<file path="config.mk">
export PLATFORM = sky130hd
export DESIGN_NAME = zone_spi_tx
export DESIGN_NICKNAME = d
export VERILOG_FILES = /design/src/rtl/zone_pkg.sv /design/src/rtl/spi_byte_shifter.sv /design/src/rtl/zone_spi_tx.sv
export SDC_FILE = /design/constraint.sdc
export NUM_CORES = 1
export LEC_CHECK = 0
export BUFFER_PORTS_ARGS = -buffer_cell sky130_fd_sc_hd__buf_2
export CORE_MARGIN = 2
export CORE_UTILIZATION = 50
export CTS_CLUSTER_SIZE = 8
export DETAILED_ROUTE_END_ITERATION = 10
export PLACE_DENSITY = 0.77
export REMOVE_ABC_BUFFERS = 1
export SYNTH_ARGS = -nofsm -noshare
export SYNTH_HDL_FRONTEND = slang
export SYNTH_SLANG_ARGS = --single-unit
</file>
<file path="constraint.sdc">
create_clock -name clk -period 4.11 [get_ports clk]
set_input_delay 0.6165 -clock clk [delete_from_list [all_inputs] [get_ports clk]]
set_output_delay 0.6165 -clock clk [all_outputs]
set_load 0.03 [all_outputs]
</file>
<file path="src/rtl/zone_pkg.sv">
// Shared types and constants for the zone-average SPI transmitter and its byte shifter.
package zone_pkg;

    localparam int unsigned ZONES_DEF  = 24;
    localparam logic [7:0]  SPI_HEADER = 8'hA5;

    typedef enum logic [2:0] {
        StIdle,
        StCsSetup,
        StShift,
        StCsHold,
        StDone
    } tx_state_e;

    // Bits needed to encode 0..value-1, never less than one.
    function automatic int unsigned clog2(input int unsigned value);
        int unsigned w;
        w = 1;
        while ((64'd1 << w) < 64'(value)) begin
            w++;
        end
        return w;
    endfunction

endpackage

</file>
<file path="src/rtl/spi_byte_shifter.sv">
// Shifts one byte out MSB first as SPI mode 0: MOSI changes with SCLK low, receiver samples on rise.
module spi_byte_shifter
    import zone_pkg::*;
#(
    parameter int unsigned CLK_DIV = 4
) (
    input  logic       clk,
    input  logic       rst_n,
    input  logic       load,
    input  logic [7:0] load_data,
    output logic       sclk,
    output logic       mosi,
    output logic       byte_done
);

    localparam int unsigned     DivW    = clog2(CLK_DIV);
    localparam logic [DivW-1:0] DivLast = DivW'(CLK_DIV - 1);

    logic            active_q, active_d;
    logic [DivW-1:0] div_q, div_d;
    logic            sclk_q, sclk_d;
    logic            mosi_q, mosi_d;
    logic [2:0]      bit_q, bit_d;
    logic [6:0]      shreg_q, shreg_d;
    logic            half_tick;

    assign half_tick = active_q && (div_q == DivLast);
    // Fires on the cycle whose edge produces the falling SCLK of bit 0, so a reload is seamless.
    assign byte_done = half_tick && sclk_q && (bit_q == 3'd0);
    assign sclk      = sclk_q;
    assign mosi      = mosi_q;

    always_comb begin
        active_d = active_q;
        div_d    = div_q;
        sclk_d   = sclk_q;
        mosi_d   = mosi_q;
        bit_d    = bit_q;
        shreg_d  = shreg_q;
        if (load) begin
            active_d = 1'b1;
            div_d    = '0;
            sclk_d   = 1'b0;
            mosi_d   = load_data[7];
            shreg_d  = load_data[6:0];
            bit_d    = 3'd7;
        end else if (half_tick) begin
            div_d  = '0;
            sclk_d = ~sclk_q;
            if (sclk_q) begin
                if (bit_q == 3'd0) begin
                    active_d = 1'b0;
                end else begin
                    bit_d   = bit_q - 3'd1;
                    mosi_d  = shreg_q[6];
                    shreg_d = {shreg_q[5:0], 1'b0};
                end
            end
        end else if (active_q) begin
            div_d = div_q + DivW'(1);
        end
    end

    always_ff @(posedge clk or negedge rst_n) begin
        if (!rst_n) begin
            active_q <= 1'b0;
            div_q    <= '0;
            sclk_q   <= 1'b0;
            mosi_q   <= 1'b0;
            bit_q    <= 3'd0;
            shreg_q  <= 7'd0;
        end else begin
            active_q <= active_d;
            div_q    <= div_d;
            sclk_q   <= sclk_d;
            mosi_q   <= mosi_d;
            bit_q    <= bit_d;
            shreg_q  <= shreg_d;
        end
    end

endmodule

</file>
<file path="src/rtl/zone_spi_tx.sv">
// Ping-pong capture of per-zone bytes and framed SPI transmission of each completed frame.
// Optional trailing XOR checksum byte is enabled by defining ZONE_SPI_CHECKSUM_EN.
module zone_spi_tx
    import zone_pkg::*;
#(
    parameter int unsigned ZONES   = ZONES_DEF,
    parameter int unsigned CLK_DIV = 4,
    parameter logic [7:0]  HEADER  = SPI_HEADER
) (
    input  logic       clk,
    input  logic       rst_n,
    input  logic [7:0] i_data,
    input  logic       i_data_en,
    input  logic       i_v_sync,
    output logic       spi_sclk,
    output logic       spi_mosi,
    output logic       spi_cs_n,
    output logic       o_busy,
    output logic       o_frame_done,
    output logic       o_drop
);

`ifdef ZONE_SPI_CHECKSUM_EN
    localparam int unsigned NBytes = ZONES + 2;
`else
    localparam int unsigned NBytes = ZONES + 1;
`endif
    localparam int unsigned WrW   = clog2(ZONES + 1);
    localparam int unsigned ZIdxW = clog2(ZONES);
    localparam int unsigned ByteW = clog2(NBytes);
    localparam int unsigned DivW  = clog2(CLK_DIV);

    localparam logic [WrW-1:0]   WrFull   = WrW'(ZONES);
    localparam logic [ByteW-1:0] LastByte = ByteW'(NBytes - 1);
    localparam logic [ByteW-1:0] ZonesB   = ByteW'(ZONES);
    localparam logic [DivW-1:0]  DivLast  = DivW'(CLK_DIV - 1);

    // Capture side
    logic [7:0]     bank_q [2][ZONES];
    logic           cap_sel_q;
    logic           tx_sel;
    logic           wr_sel;
    logic [WrW-1:0] wr_cnt_q;
    logic           ovf_q;
    logic           vs_q, vs_qq;
    logic           boundary, frame_ok, start, drop;

    // Transmit side
    tx_state_e        state_q, state_d;
    logic [DivW-1:0]  cnt_q, cnt_d;
    logic [ByteW-1:0] byte_q, byte_d;
    logic [ByteW-1:0] next_idx;
    logic             load;
    logic [7:0]       load_data;
    logic             byte_done;
    logic             tx_active_d;
    logic             cs_n_q, done_q, drop_q;

    assign boundary = vs_q && !vs_qq;
    assign frame_ok = (wr_cnt_q == WrFull) && !ovf_q;
    assign start    = boundary && frame_ok && (state_q == StIdle);
    assign drop     = boundary && !start;
    assign tx_sel   = ~cap_sel_q;
    // A strobe on the boundary cycle lands in whichever bank captures the new frame.
    assign wr_sel   = cap_sel_q ^ start;

    always_ff @(posedge clk or negedge rst_n) begin
        if (!rst_n) begin
            for (int b = 0; b < 2; b++) begin
                for (int z = 0; z < int'(ZONES); z++) begin
                    bank_q[b][z] <= 8'h00;
                end
            end
            cap_sel_q <= 1'b0;
            wr_cnt_q  <= '0;
            ovf_q     <= 1'b0;
        end else if (boundary) begin
            ovf_q    <= 1'b0;
            wr_cnt_q <= i_data_en ? WrW'(1) : '0;
            if (start) begin
                cap_sel_q <= ~cap_sel_q;
            end
            if (i_data_en) begin
                bank_q[wr_sel][ZIdxW'(0)] <= i_data;
            end
        end else if (i_data_en) begin
            if (wr_cnt_q == WrFull) begin
                ovf_q <= 1'b1;
            end else begin
                bank_q[cap_sel_q][ZIdxW'(wr_cnt_q)] <= i_data;
                wr_cnt_q                            <= wr_cnt_q + WrW'(1);
            end
        end
    end

`ifdef ZONE_SPI_CHECKSUM_EN
    logic [7:0] csum_acc_q;
    logic [7:0] csum_tx_q;

    always_ff @(posedge clk or negedge rst_n) begin
        if (!rst_n) begin
            csum_acc_q <= 8'h00;
            csum_tx_q  <= 8'h00;
        end else if (boundary) begin
            csum_acc_q <= i_data_en ? i_data : 8'h00;
            if (start) begin
                csum_tx_q <= csum_acc_q ^ HEADER;
            end
        end else if (i_data_en && (wr_cnt_q != WrFull)) begin
            csum_acc_q <= csum_acc_q ^ i_data;
        end
    end
`endif

    // Byte index 0 is the header, 1..ZONES the zone data, ZONES+1 the checksum.
    assign next_idx = (state_q == StCsSetup) ? '0 : byte_q + ByteW'(1);

    always_comb begin
        load_data = HEADER;
        if ((next_idx != '0) && (next_idx <= ZonesB)) begin
            load_data = bank_q[tx_sel][ZIdxW'(next_idx - ByteW'(1))];
        end
`ifdef ZONE_SPI_CHECKSUM_EN
        else if (next_idx > ZonesB) begin
            load_data = csum_tx_q;
        end
`endif
    end

    always_comb begin
        state_d = state_q;
        cnt_d   = cnt_q;
        byte_d  = byte_q;
        load    = 1'b0;
        unique case (state_q)
            StIdle: begin
                if (start) begin
                    state_d = StCsSetup;
                    cnt_d   = '0;
                end
            end
            StCsSetup: begin
                if (cnt_q == DivLast) begin
                    state_d = StShift;
                    byte_d  = '0;
                    load    = 1'b1;
                end else begin
                    cnt_d = cnt_q + DivW'(1);
                end
            end
            StShift: begin
                if (byte_done) begin
                    if (byte_q == LastByte) begin
                        state_d = StCsHold;
                        cnt_d   = '0;
                    end else begin
                        byte_d = byte_q + ByteW'(1);
                        load   = 1'b1;
                    end
                end
            end
            StCsHold: begin
                if (cnt_q == DivLast) begin
                    state_d = StDone;
                end else begin
                    cnt_d = cnt_q + DivW'(1);
                end
            end
            StDone: begin
                state_d = StIdle;
            end
            default: begin
                state_d = StIdle;
            end
        endcase
    end

    assign tx_active_d = (state_d == StCsSetup) || (state_d == StShift) || (state_d == StCsHold);

    // Outputs are registered from the next state so chip select never glitches.
    always_ff @(posedge clk or negedge rst_n) begin
        if (!rst_n) begin
            state_q <= StIdle;
            cnt_q   <= '0;
            byte_q  <= '0;
            vs_q    <= 1'b0;
            vs_qq   <= 1'b0;
            cs_n_q  <= 1'b1;
            done_q  <= 1'b0;
            drop_q  <= 1'b0;
        end else begin
            state_q <= state_d;
            cnt_q   <= cnt_d;
            byte_q  <= byte_d;
            vs_q    <= i_v_sync;
            vs_qq   <= vs_q;
            cs_n_q  <= ~tx_active_d;
            done_q  <= (state_d == StDone);
            drop_q  <= drop;
        end
    end

    spi_byte_shifter #(
        .CLK_DIV (CLK_DIV)
    ) u_shifter (
        .clk       (clk),
        .rst_n     (rst_n),
        .load      (load),
        .load_data (load_data),
        .sclk      (spi_sclk),
        .mosi      (spi_mosi),
        .byte_done (byte_done)
    );

    assign spi_cs_n     = cs_n_q;
    assign o_busy       = ~cs_n_q;
    assign o_frame_done = done_q;
    assign o_drop       = drop_q;

endmodule

</file>
# After elaboration in Yosys (flattened, before gate mapping)
# Index checks and enable logic that the tools add are counted.
[word_totals]
regBits = 421
in_bits = 12
elab_cells = 213
[classes]
n_addsub = 6
n_lt_le_gt_ge = 9
n_eq_ne = 19
mux = 67
bitwise_logic = 10
n_reduce_logical = 37
[op_table]
columns = ["operator", "n"]
rows = [
  ["$mux W384", 4],
  ["$mux W192", 5],
  ["$bwmux W384", 2],
  ["$demux W192 S1", 2],
  ["$bmux W8 S5", 1],
  ["$demux W8 S5", 1],
  ["$mux W5", 7],
  ["$mux W8", 4],
  ["$mux W7", 4],
  ["$mux W3", 9],
  ["$mux W1", 17],
  ["$mux W2", 7],
  ["$ne A2 B2 Y1 const B", 7],
  ["$eq A3 B2 Y1 const B", 4],
  ["$ge A6 B6 Y1 const B", 2],
  ["$logic_and A1 B1 Y1", 12],
  ["$not A5 Y6", 2],
  ["$pmux W3 S4", 1],
  ["$reduce_bool A2 Y1", 6],
  ["$add A5 B1 Y5 const B", 2],
  ["$eq A5 B5 Y1 const B", 2],
  ["$pmux W5 S2", 1],
  ["$reduce_and A2 Y1", 4],
  ["$eq A3 B1 Y1 const B", 2],
  ["24 further kinds", 40],
]

# Logic depth before layout (Yosys ltp)
[logic_depth]
word_depth = 13
depth_mapped = 16
ltp_nobuf = 11

# Modules after synthesis
# Synthesis repeated with hierarchy kept, for this count alone.
[unflattened]
hier_cells = 1452
hier_area_um2 = 19759.0
[modules_own_cells]
columns = ["mod", "n_inst", "cells_per_inst", "area_each_um2"]
rows = [
  ["zone_spi_tx", 1, 1371, 18971.9],
  ["spi_byte_shifter", 1, 81, 787.0],
]

# Worst setup path after synthesis
# Ideal clock, no wire load.
[synth_path]
path_kind = "reg2reg"
from = "register state_q[0]"
to = "register u_shifter.shreg_q[1]"
setup_ps = 131
arrival_ps = 3113
required_time_ps = 3979
setup_slack_ps = 866
stages_incl_launch_ff = 16
path_buffers = 6
path_cell_list = "dfrtp_1 > buf_4 > nor3b_4 > nor2_4 > buf_4 > inv_1 > buf_2 > ha_1 > buf_2 > buf_2 > clkbuf_1 > mux4_2 > nor3_1 > o21ai_0 > a22oi_1 > o211ai_1"
[synth_via]
elab_chain_cells = 9
[synth_lines]
columns = ["item", "line_no", "text"]
rows = [
  ["start, declared", "zone_spi_tx.sv:49", "tx_state_e state_q, state_d;"],
  ["start signal, assigned", "zone_spi_tx.sv:183", "state_q <= StIdle;"],
  ["start signal, assigned", "zone_spi_tx.sv:192", "state_q <= state_d;"],
  ["$eq A3 B1 Y1", "zone_spi_tx.sv:116, zone_spi_tx.sv:135", ""],
  ["$mux W5", "zone_spi_tx.sv:116", "assign next_idx = (state_q == StCsSetup) ? '0 : byte_q + ByteW'(1);"],
  ["$sub A5 B1 Y5", "zone_spi_tx.sv:121", "load_data = bank_q[tx_sel][ZIdxW'(next_idx - ByteW'(1))];"],
  ["$not A5 Y6 (implied by the code)", "zone_spi_tx.sv:121", ""],
  ["$bmux W8 S5", "zone_spi_tx.sv:121", ""],
  ["$mux W8 (implied by the code) (2 in series)", "zone_spi_tx.sv:121", ""],
  ["$mux W8", "zone_spi_tx.sv:120", "if ((next_idx != '0) && (next_idx <= ZonesB)) begin"],
  ["$mux W7", "spi_byte_shifter.sv:40", "if (load) begin"],
  ["end signal, assigned", "spi_byte_shifter.sv:78", "shreg_q <= shreg_d;"],
  ["end, declared", "spi_byte_shifter.sv:24", "logic [6:0] shreg_q, shreg_d;"],
]
# Several ways; a longest one is shown, not always the timed one. The select of a mux whose other input is x is not followed.
# A chain may end at the register's enable or synchronous reset.

# Final worst setup path
[layout_path]
from = "register state_q[2]"
to = "register u_shifter.shreg_q[3]"
# The elaborated chain is that of the path after synthesis.

==> impl_metrics.csv <==
group,metric,value,unit
status,status,"finished, final reports clean",
die,initial_core_util,0.504,
setup_path,crit_arrival,4.04,ns
sta,holdWs,0.0216,ns
routing,routed_wl,47.6,mm
grt,grt_max_degree,86,
cts,hold_buffers,0,
power,p_leak,0.0105,uW
cts,cts-resized-gates,0,
synthesis,synth_top_cells_by_count,"420 x dfrtp_1, 359 x mux2_2, 102 x nand2_1",
setup_path,end_kind,"flip-flop",
synthesis,async_reset_ff_frac,1.00,
setup_path,rr_worst_depth,9,
die,die_area,0.0415,sq mm
sta,fin_crit_sh,0.870,
sta,rsz0062_at_grt,"no",
setup_path,cp-endpoint,"u_shifter.shreg_q[3]$_DFFE_PN0P_",
sta,tightest_slew,1.16,ns
cts,cts_tree,"yes",
grt,grt_pass1_wl,75.7,mm
min_path,hp-class,"in -> async",
sta,fin_skew,0.0258,ns
routing,ant_nets,0,
setup_path,r2r-start,"state_q[2]$_DFF_PN0_",
grt,antenna_found_initial,0,
cts,clk_latency,0.60,ns
layout,area.growth.synth_to_final,10.5,%
routing,drt_iter0_drc,1054,
synthesis,syn_inst,1415,
cts,clkTransAtPathRegs,0.05,ns
die,rows,73,
die,pin_count,18,
setup_path,startpoint,"state_q[2]$_DFF_PN0_",
setup_path,cp_max_fo,41,
routing,post-route-drc-count,0,
placement,io_buffers,17,
power,fin_total_pwr,9560,uW
routing,dr.pass1.iters,5,
sta,finalHoldViolCount,0,
cts,cts_root_buffer,"clkbuf_16",
synthesis,synth_flop_cell,"dfrtp_1",
cts,htreeDepth,2,
routing,vias,12200,
synthesis,yosysSeqAreaShare,0.528,
routing,routed_via_density,6.23,
die,die-width,204,microns
synthesis,synth_edf_count,0,
cts,cts_sinks,421,
layout,drive_above_1_share,0.418,
sta,tns,0,ns
synthesis,synth_top_area_frac,0.527,
sta,fmaxAchievable,280,MHz
placement,hpwlAfterDp,30.7,mm
routing,routedWlPerCell,24.3,microns
synthesis,synthMostInstantiatedCell,"dfrtp_1",
sta,setup_viol_count_final,0,
synthesis,yosys_register_bits,421,
grt,grt_pass1_vias,12900,
power,p_per_area,434,mW/mm^2
setup_path,regToRegSetupSlack,0.54,ns
synthesis,synth_cell_type_count,73,
grt,grt_usage,0.239,
layout,fin_nets,1443,
synthesis,synth_top_area_cell,"dfrtp_1",
sta,slew_headroom,0.228,
sta,worst_slack,0.536,ns
die,coreArea,0.0395,sq mm
synthesis,synthesis.area,0.0199,sq mm
sta,timing.final.crit_period,3.57,ns
setup_path,critPathRequiredTime,4.57,ns
cts,clock_path_buffers,3,
placement,place_ws,0.662,ns
sta,drv_slew,0,
job,cap_violations,0,
layout,antenna_cells,0,
die,die_h,204,microns
grt,grt_overflow,0,
setup_path,r2r-end,"u_shifter.shreg_q[3]$_DFFE_PN0P_",
synthesis,yosys_warnings,0,
synthesis,synthTopCellsByArea,"dfrtp_1 53%, mux2_2 20%, mux4_2 9.8%, nand2_1 1.9%, mux2_1 1.4%",
cts,cts_buffers,58,
power,ir_drop,0.339,mV
cts,cts_setup_buffers,0,
placement,finalWeightedCongestion,0.895,
setup_path,start_kind,"flip-flop",
setup_path,crit_type,"reg -> reg",
synthesis,syn_area_per_cell,14.1,sq um
registers in the layout, indices dropped and copies added (netlist names), 2 cells and up:
| name | flops |
|---|---|
| u_shifter.div_q | 2 |
| cnt_q | 2 |
| wr_cnt_q | 5 |
| u_shifter.bit_q | 3 |
| state_q | 3 |
| bank_q | 384 |
| u_shifter.shreg_q | 7 |
| byte_q | 5 |
per-stage QoR:
stage,std cells,instance area (sq um),util
after detailed placement,1884,20500,0.518
after global placement,1884,20500,0.518
after floorplan,1319,19500,-
after CTS,1959,22000,0.557
final,1959,22000,0.557
after global routing,1959,22000,0.557
cells in the final DEF, fill, tap and decap left out, types with 13 or more instances in the layout:
cell type	instances
nor2_1	30
nand2_1	102
buf_2	16
nand3_1	22
mux2_2	359
inv_1	21
clkbuf_16	59
mux4_2	87
buf_4	18
mux2i_1	18
clkbuf_1	13
nand2_2	18
dfrtp_1	419
a21oi_1	21
nor3_1	14
mux2_1	25
o21ai_0	27
where the power goes:
group | switching, uW | internal (uW) | total [uW]
Clock | 1700 | 2540 | 4240
Sequential | 183 | 4490 | 4680
Combinational | 323 | 317 | 640
Total | 2200 | 7350 | 9560
how the worst min path moves through the flow:
| stage | end | cells after the start |
|---|---|---|
| floorplan | bank_q[0]$_DFFE_PN0P_ | 0 |
| global placement | vs_qq$_DFF_PN0_ | 0 |
| detailed placement | vs_qq$_DFF_PN0_ | 0 |
| CTS | bank_q[191]$_DFFE_PN0P_ | 1 |
| global route | bank_q[353]$_DFFE_PN0P_ | 1 |
| finish | bank_q[191]$_DFFE_PN0P_ | 1 |
worst max-delay path: stages, from the launching register on:
cell and delay (ns):
dfrtp_1 0.52, or3b_2 0.66, nand2_1 0.16, ha_2 0.21, buf_4 0.51, mux4_2 0.40
mux2i_1 0.40, a21oi_1 0.16, a22oi_1 0.27, o211ai_1 0.12
final cells by class:
type	instances	area, sq um
repair buffers	40	330
multi-input cells	877	8870
fillers	3089	17500
inverters	21	78.8
clock inverters	3	37.5
well taps	525	657
clock buffers	72	1530
flip-flops and latches	421	10500
kinds of logic after synthesis:
| family | Yosys count | synth area share |
|---|---|---|
| compound gates | 111 | 0.0375 |
| xor+xnor | 13 | 0.00646 |
| fa+ha+maj | 12 | 0.00753 |
| buf+inv | 117 | 0.0272 |
| flops | 421 | 0.528 |
| mux | 489 | 0.324 |
| simple gates | 252 | 0.0691 |
layer usage:
| metal | part of all wire | GRT usage |
|---|---|---|
| met2 | 0.48 | 0.384 |
| met1 | 0.43 | 0.327 |
| met4 | 0.031 | 0.0863 |
| met3 | 0.065 | 0.0444 |
| met5 | 0 | 0 |
Power figures use the tool's default switching activity.
